===== src/rtl/cmp_result_monitor.sv =====
// Consumer of (A, B, S/E/G) comparator tuples. It keeps saturating outcome counts, the running
// max of A, and the length of the current A>B run, and raises an alarm when that run is too long.
module cmp_result_monitor #(
  parameter int CNT_W      = 8,
  parameter int RUN_THRESH = 4,
  localparam int RUN_W     = $clog2(RUN_THRESH + 1)
) (
  input  logic             clk,
  input  logic             rst,
  input  logic             in_valid,
  output logic             in_ready,
  input  logic [3:0]       in_a,
  input  logic [3:0]       in_b,
  input  logic             in_lt,
  input  logic             in_eq,
  input  logic             in_gt,
  input  logic             clr,
  input  logic             alarm_ack,
  output logic [CNT_W-1:0] lt_cnt,
  output logic [CNT_W-1:0] eq_cnt,
  output logic [CNT_W-1:0] gt_cnt,
  output logic [3:0]       max_a,
  output logic [RUN_W-1:0] run_len,
  output logic             alarm,
  output logic             flag_err
);

  typedef enum logic [1:0] {IDLE, TRACK, ALARM} state_t;

  state_t     state, state_nxt;
  logic       xfer;
  logic       legal;
  logic       run_hit;
  logic [2:0] flags;

  // in_b is carried for debug only; the comparator flags already encode the relation.
  logic       unused_b;
  assign unused_b = ^in_b;

  assign flags    = {in_lt, in_eq, in_gt};
  assign legal    = flags inside {3'b001, 3'b010, 3'b100};
  assign in_ready = ~rst & (state != ALARM);
  assign xfer     = in_valid & in_ready;
  assign run_hit  = xfer & legal & in_gt & (run_len == RUN_W'(RUN_THRESH - 1));
  assign alarm    = (state == ALARM);

  always_ff @(posedge clk or posedge rst) begin
    if (rst) state <= IDLE;
    else     state <= state_nxt;
  end

  // NOTE: every variable gets its default before the case, so no path leaves it unassigned
  // and no latch is inferred.
  always_comb begin
    state_nxt = state;
    unique case (state)
      IDLE:    if (xfer)      state_nxt = run_hit ? ALARM : TRACK;
      TRACK:   if (run_hit)   state_nxt = ALARM;
      ALARM:   if (alarm_ack) state_nxt = TRACK;
      default:                state_nxt = IDLE;
    endcase
    if (clr) state_nxt = IDLE;
  end

  // NOTE: state registers use non-blocking assignments so every flop samples pre-edge values.
  always_ff @(posedge clk or posedge rst) begin
    if (rst) begin
      lt_cnt   <= '0;
      eq_cnt   <= '0;
      gt_cnt   <= '0;
      max_a    <= '0;
      run_len  <= '0;
      flag_err <= 1'b0;
    end else if (clr) begin
      // clr wins over a same-cycle transfer: the tuple is consumed but dropped.
      lt_cnt   <= '0;
      eq_cnt   <= '0;
      gt_cnt   <= '0;
      max_a    <= '0;
      run_len  <= '0;
      flag_err <= 1'b0;
    end else if (state == ALARM) begin
      if (alarm_ack) run_len <= '0;
    end else if (xfer) begin
      if (!legal) begin
        flag_err <= 1'b1;
      end else begin
        if (in_lt && lt_cnt != '1) lt_cnt <= lt_cnt + 1'b1;
        if (in_eq && eq_cnt != '1) eq_cnt <= eq_cnt + 1'b1;
        if (in_gt && gt_cnt != '1) gt_cnt <= gt_cnt + 1'b1;
        if (in_a > max_a)          max_a  <= in_a;
        // Reaching RUN_THRESH enters ALARM, which blocks transfers, so run_len cannot overshoot.
        run_len <= in_gt ? run_len + 1'b1 : '0;
      end
    end
  end

endmodule

===== config.mk =====
export PLATFORM = sky130hd
export DESIGN_NAME = cmp_result_monitor
export DESIGN_NICKNAME = d
export VERILOG_FILES = /design/src/rtl/cmp_result_monitor.sv
export SDC_FILE = /design/constraint.sdc
export NUM_CORES = 1
export LEC_CHECK = 0
export CAP_MARGIN = 15
export CORE_MARGIN = 2
export CORE_UTILIZATION = 49
export CTS_CLUSTER_SIZE = 10
export DETAILED_ROUTE_END_ITERATION = 10
export GPL_ROUTABILITY_DRIVEN = 0
export GPL_TIMING_DRIVEN = 0
export PLACE_DENSITY = 0.92
export SKIP_CTS_REPAIR_TIMING = 1
export SYNTH_ARGS = -nofsm -noshare
export SYNTH_HDL_FRONTEND = slang
export SYNTH_SLANG_ARGS = --single-unit

===== constraint.sdc =====
create_clock -name clk -period 2.65 [get_ports clk]
set_input_delay 0.265 -clock clk [delete_from_list [all_inputs] [get_ports clk]]
set_output_delay 0.265 -clock clk [all_outputs]
set_load 0.05 [all_outputs]

-- Word-level counts from Yosys, hierarchy flattened
Index checks and enable logic that the tools add are counted.
- bits in registers: 34
- latch bits: 0
- bits in writable memories: 0
- memory bits (read-only): 0
- bits of input ports: 16
- output and inout bits: 34
- memories kept: 0
- $add $sub $neg: 4
- $mul: 0
- div/mod/pow operators: 0
- magnitude comparators: 1
- equality and inequality tests: 15
- shift-type cells: 0
- multiplexer cells: 36
- bitwise operators: 6
- reductions and logical operators: 20
- operators by type and width (operator ; number):
    two-way mux 8 bit ; 15
    adder 8 x 1 -> 8 bit, second input constant ; 3
    inequality test 8 bit, second input constant ; 3
    two-way mux 4 bit ; 5
    two-way mux 3 bit ; 6
    AND reduction 4 bit ; 4
    nonzero test 2 bit ; 6
    two-way mux 2 bit ; 5
    inequality test 3 bit, second input constant ; 3
    AND reduction 3 bit ; 3
    nonzero test 3 bit ; 3
    equality test 3 x 2 -> 1 bit, second input constant ; 2
    inequality test 2 bit, second input constant ; 3
    one-hot mux 2 bit (3 select lines) ; 1
    AND 1 bit ; 5
    greater-than comparator 4 bit ; 1
    two-way mux 1 bit ; 4
    adder 3 x 1 -> 3 bit, second input constant ; 1
    equality test 3 x 1 -> 1 bit, second input constant ; 1
    equality test 3 bit, second input constant ; 1
    logical AND 1 bit ; 3
    equality test 2 x 1 -> 1 bit, second input constant ; 1
    equality test 2 bit, second input constant ; 1
    logical NOT 2 bit ; 1
    inverter 1 bit ; 1

-- Logic depth before layout (Yosys ltp)
- depth after elaboration: 10
- depth in mapped cells: 7
- mapped depth without buffers: 7

-- Worst setup path after synthesis
No wires, ideal clock.
- path kind: reg-to-reg
- start point: register eq_cnt[0]
- end point: register eq_cnt[6]
- arrival time: 2.095 ns
- data required time: 2.525 ns
- path slack: 0.431 ns
- cell stages (with the launch flop): 7
- cells stage by stage: dfrtp_1 -> ha_1 -> and2_1 -> and3_1 -> nor4b_4 -> nand4_1 -> mux2_2
- longest elaborated chain between the ends: 6
- elaborated cells between the ends (all ways): 10
- RTL lines (what ; line ; source):
    start, declared ; 20 ; output logic [CNT_W-1:0] eq_cnt,
    start signal, assigned ; 89 ; if (in_eq && eq_cnt != '1) eq_cnt <= eq_cnt + 1'b1;
    adder 8 x 1 -> 8 bit ; 89 ;
    two-way mux 8 bit ; 89 ;
    two-way mux 8 bit ; 85 ; if (!legal) begin
    two-way mux 8 bit ; 84 ; end else if (xfer) begin
    two-way mux 8 bit ; 82 ; end else if (state == ALARM) begin
    two-way mux 8 bit ; 74 ; end else if (clr) begin
Several ways; a longest one is shown, not always the timed one. The select of a mux whose other input is x is not followed.
A chain may end at the register's enable or synchronous reset.

-- Worst setup path after layout
- start point: input in_valid
- end point: register lt_cnt[4]
- longest elaborated chain between the ends: 3
- RTL lines (what ; line ; source):
    start, declared ; 10 ; input logic in_valid,
    AND 1 bit ; 43 ; assign xfer = in_valid & in_ready;
    nonzero test 2 bit (no line) ; - ;
    AND reduction 4 bit (no line) ; - ;
    end signal, assigned ; 88 ; if (in_lt && lt_cnt != '1) lt_cnt <= lt_cnt + 1'b1;
    end, declared ; 19 ; output logic [CNT_W-1:0] lt_cnt,
No other way between the ends.

==> summary.md <==
| Metric | Value |
|---|---|
| Sw Share | 0.253 |
| First-pass GRT wire length | around 7 mm |
| I/O pin cnt | 50 |
| Critical Path Start Type | input pin |
| Sequential area share after synthesis | 0.442 |
| Shortest period the worst path allows | ~2400 ps |
| Mapped Nets | ~230 |
| DP HPWL | between 3 and 4 mm |
| Period utilization | 0.898 |
| DP Area | between 0.002 and 0.0025 mm2 |
| CTS tree | built |
| Kind of critical path | in2reg |
| I/O Buffers | between 40 and 50 |
| Gate Count Post-Synth | approximately 200 |
| Synth warn | 0 |
| Syn Area/Cell | 9.43 um2 |
| Top post-synthesis cells by count | dfrtp_1, nor2_1, a21oi_1 |
| Max Buffers Root-to-Sink | 2 |
| Largest fanout on the critical path | 6 |
| Final setup violation count | 0 |
| Drt drc | 0 |
| Share of the synthesized area in the top cell type | 0.442 |
| Power Internal | approximately 0.00085 W |
| CTS Buf Count | 5 |
| Final Util | 0.692 |
| Post-route setup slack | around 270 ps |
| FP Rows | 22 |
| Worst clock skew | 5.14 ps |
| Asr flop ratio synth | 1.00 |
| Register bit total from synthesis | 34 |
| Synthesized area | between 0.0015 and 0.002 mm2 |
| CTS sink count | 34 |
| Vias per inst | ~5.6 |
| Number of global-route vias before repair | around 1600 |
| Pwr Density | about 440 mW/mm2 |
| HP Class | in2async |
| Fraction of layout cells with a size suffix above 1 | 0.101 |
| DR WL/cell | about 14 um |
| R2R setup slack | roughly 480 ps |
| Top-count cell post-synth | dfrtp_1 |
| Comb pwr share | 0.134 |
| Global Route Usage Sum | 0.210 |
| Post-synth EDFFs | 0 |
| Leak | around 1.1 nW |
| Max-slew headroom | 0.492 |
| Ant diodes | 0 |
| Initial Util | 0.518 |
| Switching pwr | 0.000288 W |
| Final Instance Area | 0.00257 mm2 |
| Status | complete, no violations |
| Layout net count | about 280 |
| Fin. max-slew vios | 0 |
| Die ar. | around 0.0044 mm2 |
| Final ANT Viol Nets | 0 |
| Worst Max-Slew Pin Slew | 755 ps |
| Critical path capture point type | flip-flop |
| Vias | around 1700 |
| Critical Path AT | between 2000 and 3000 ps |
| GRT Residual Overflow | 0 |
| Worst vdd ir | between 0.3 and 0.4 mV |
| Core area | roughly 0.0037 mm2 |
| Root buf cell | clkbuf_8 |
| Largest net degree at the start of global routing | 22 |
| Max_cap viols | 0 |
| Clock power share | 0.395 |
| Clock insertion delay at the later pin of the skew report | between 200 and 300 ps |
| DRT Pass-1 Iters | 7 |
| Hold Vio Cnt, Final | 0 |
| Flop pwr share | 0.471 |
| CP required | about 2800 ps |
| Pre-CTS setup slack | approximately 17 ps |
| Setup_tns | 0 ps |
| Most used flip-flop cell after synthesis | dfrtp_1 |
| Netlist cell types | 38 |
| Synth area leaders | dfrtp_1, ha_1, nor2_1 |
| Clk slew on worst S/H paths | around 70 ps |
| Initial DRC count | 93 |
| RSZ-0062 raised after global routing | no |
| Fmax | 420 MHz |
| P&R area growth vs syn | 33.7% |
| Die H | around 67 um |
| CTS H-tree depth | 2 |
| Die width | 66.6 um |
| Detailed-route wire length | 4.24 mm |
| Initial antenna violation count | 0 |
| Power Total | roughly 0.0011 W |
| Yosys top cell by area | dfrtp_1 |
## sequential cells by signal, indices dropped and copies added (netlist names)
register  count
run_len       3
max_a         4
flag_err      1
gt_cnt        8
lt_cnt        8
state         2
eq_cnt        8
## kinds of logic after synthesis
| group | Yosys count | share of synthesized area |
|---|---|---|
| flip-flops | 34 | 0.442 |
| AO/OA/AOI/OAI | 36 | 0.122 |
| buffers and inverters | 19 | 0.0371 |
| AND/OR/NAND/NOR | 87 | 0.245 |
| adder cells (fa/ha/maj) | 9 | 0.0586 |
| XOR/XNOR | 12 | 0.0547 |
| multiplexers | 7 | 0.0403 |
## cells in the final DEF (no fill, tap or decap), types with 2 or more instances in the layout
master	netlist	final
dfrtp_1	34	34
nand3b_1	2	2
nand2b_1	3	3
nand2_1	9	9
ha_1	9	9
clkdlybuf4s50_1	0	45
nand3_1	9	9
or3_1	3	3
nor2_1	28	28
mux2_2	6	6
inv_1	15	15
a21o_1	2	2
and2_1	3	3
nor3b_1	2	2
a21oi_1	16	16
xnor2_1	11	11
clkbuf_8	0	8
buf_1	2	2
o21ai_0	4	4
nand4_1	10	10
nor2b_1	4	4
nor3_1	2	2
a31o_2	6	6
and3_1	4	4
clkbuf_1	2	2
nor4_1	4	4
## power by group through the flow
stage,Sequential (W),Combinational (W),Clock [W]
2_1_floorplan,0.000569,0.0000675,0
3_5_place_dp,0.000544,0.000153,0
3_3_place_gp,0.000544,0.000144,0
6_report,0.000534,0.000153,0.000449
5_1_grt,0.000535,0.000167,0.000481
4_1_cts,0.000534,0.000154,0.000456
## final timing paths
check	startpoint	end	depth (start not counted)
worst min register to register	run_len[1]	run_len[1]	1
worst max-delay path	in_valid	lt_cnt[4]	6
max in group asynchronous	rst	lt_cnt[0]	3
worst min-delay path	rst	max_a[2]	2
worst max register to register	lt_cnt[0]	lt_cnt[4]	6
min in group clk	run_len[1]	run_len[1]	1
## metrics by stage
stage | cells | hold slack [ps]
final | 306 | 403
after global routing | 306 | 471
after CTS | 306 | 425
after detailed placement | 298 | 511
after global placement | 297 | 514
after floorplan | 204 | 396
## cell type report
| class | instances | area (um2) |
|---|---|---|
| Fill cell | 310 | 1140 |
| Multi-Input combinational cell | 151 | 1000 |
| Sequential cell | 34 | 851 |
| Timing Repair Buffer | 46 | 478 |
| Clock buffer | 8 | 110 |
| Tap cell | 48 | 60.1 |
| Inverter | 15 | 56.3 |
| Buffer | 4 | 15.0 |
## layer usage
layer,track usage,vias up,wire (um)
met5,0,-,0
met4,0.0612,0,53
met3,0.0557,6,277
met2,0.349,48,2020
met1,0.267,817,1880
li1,-,831,-
## critical path, cell delays in order
cell and delay (ps):
clkdlybuf4s50_1 460, nor2b_1 290, nand2_1 250, nor4_1 710, and3_1 260, mux2_2 320
No activity file was read; power rests on OpenSTA's default activity.
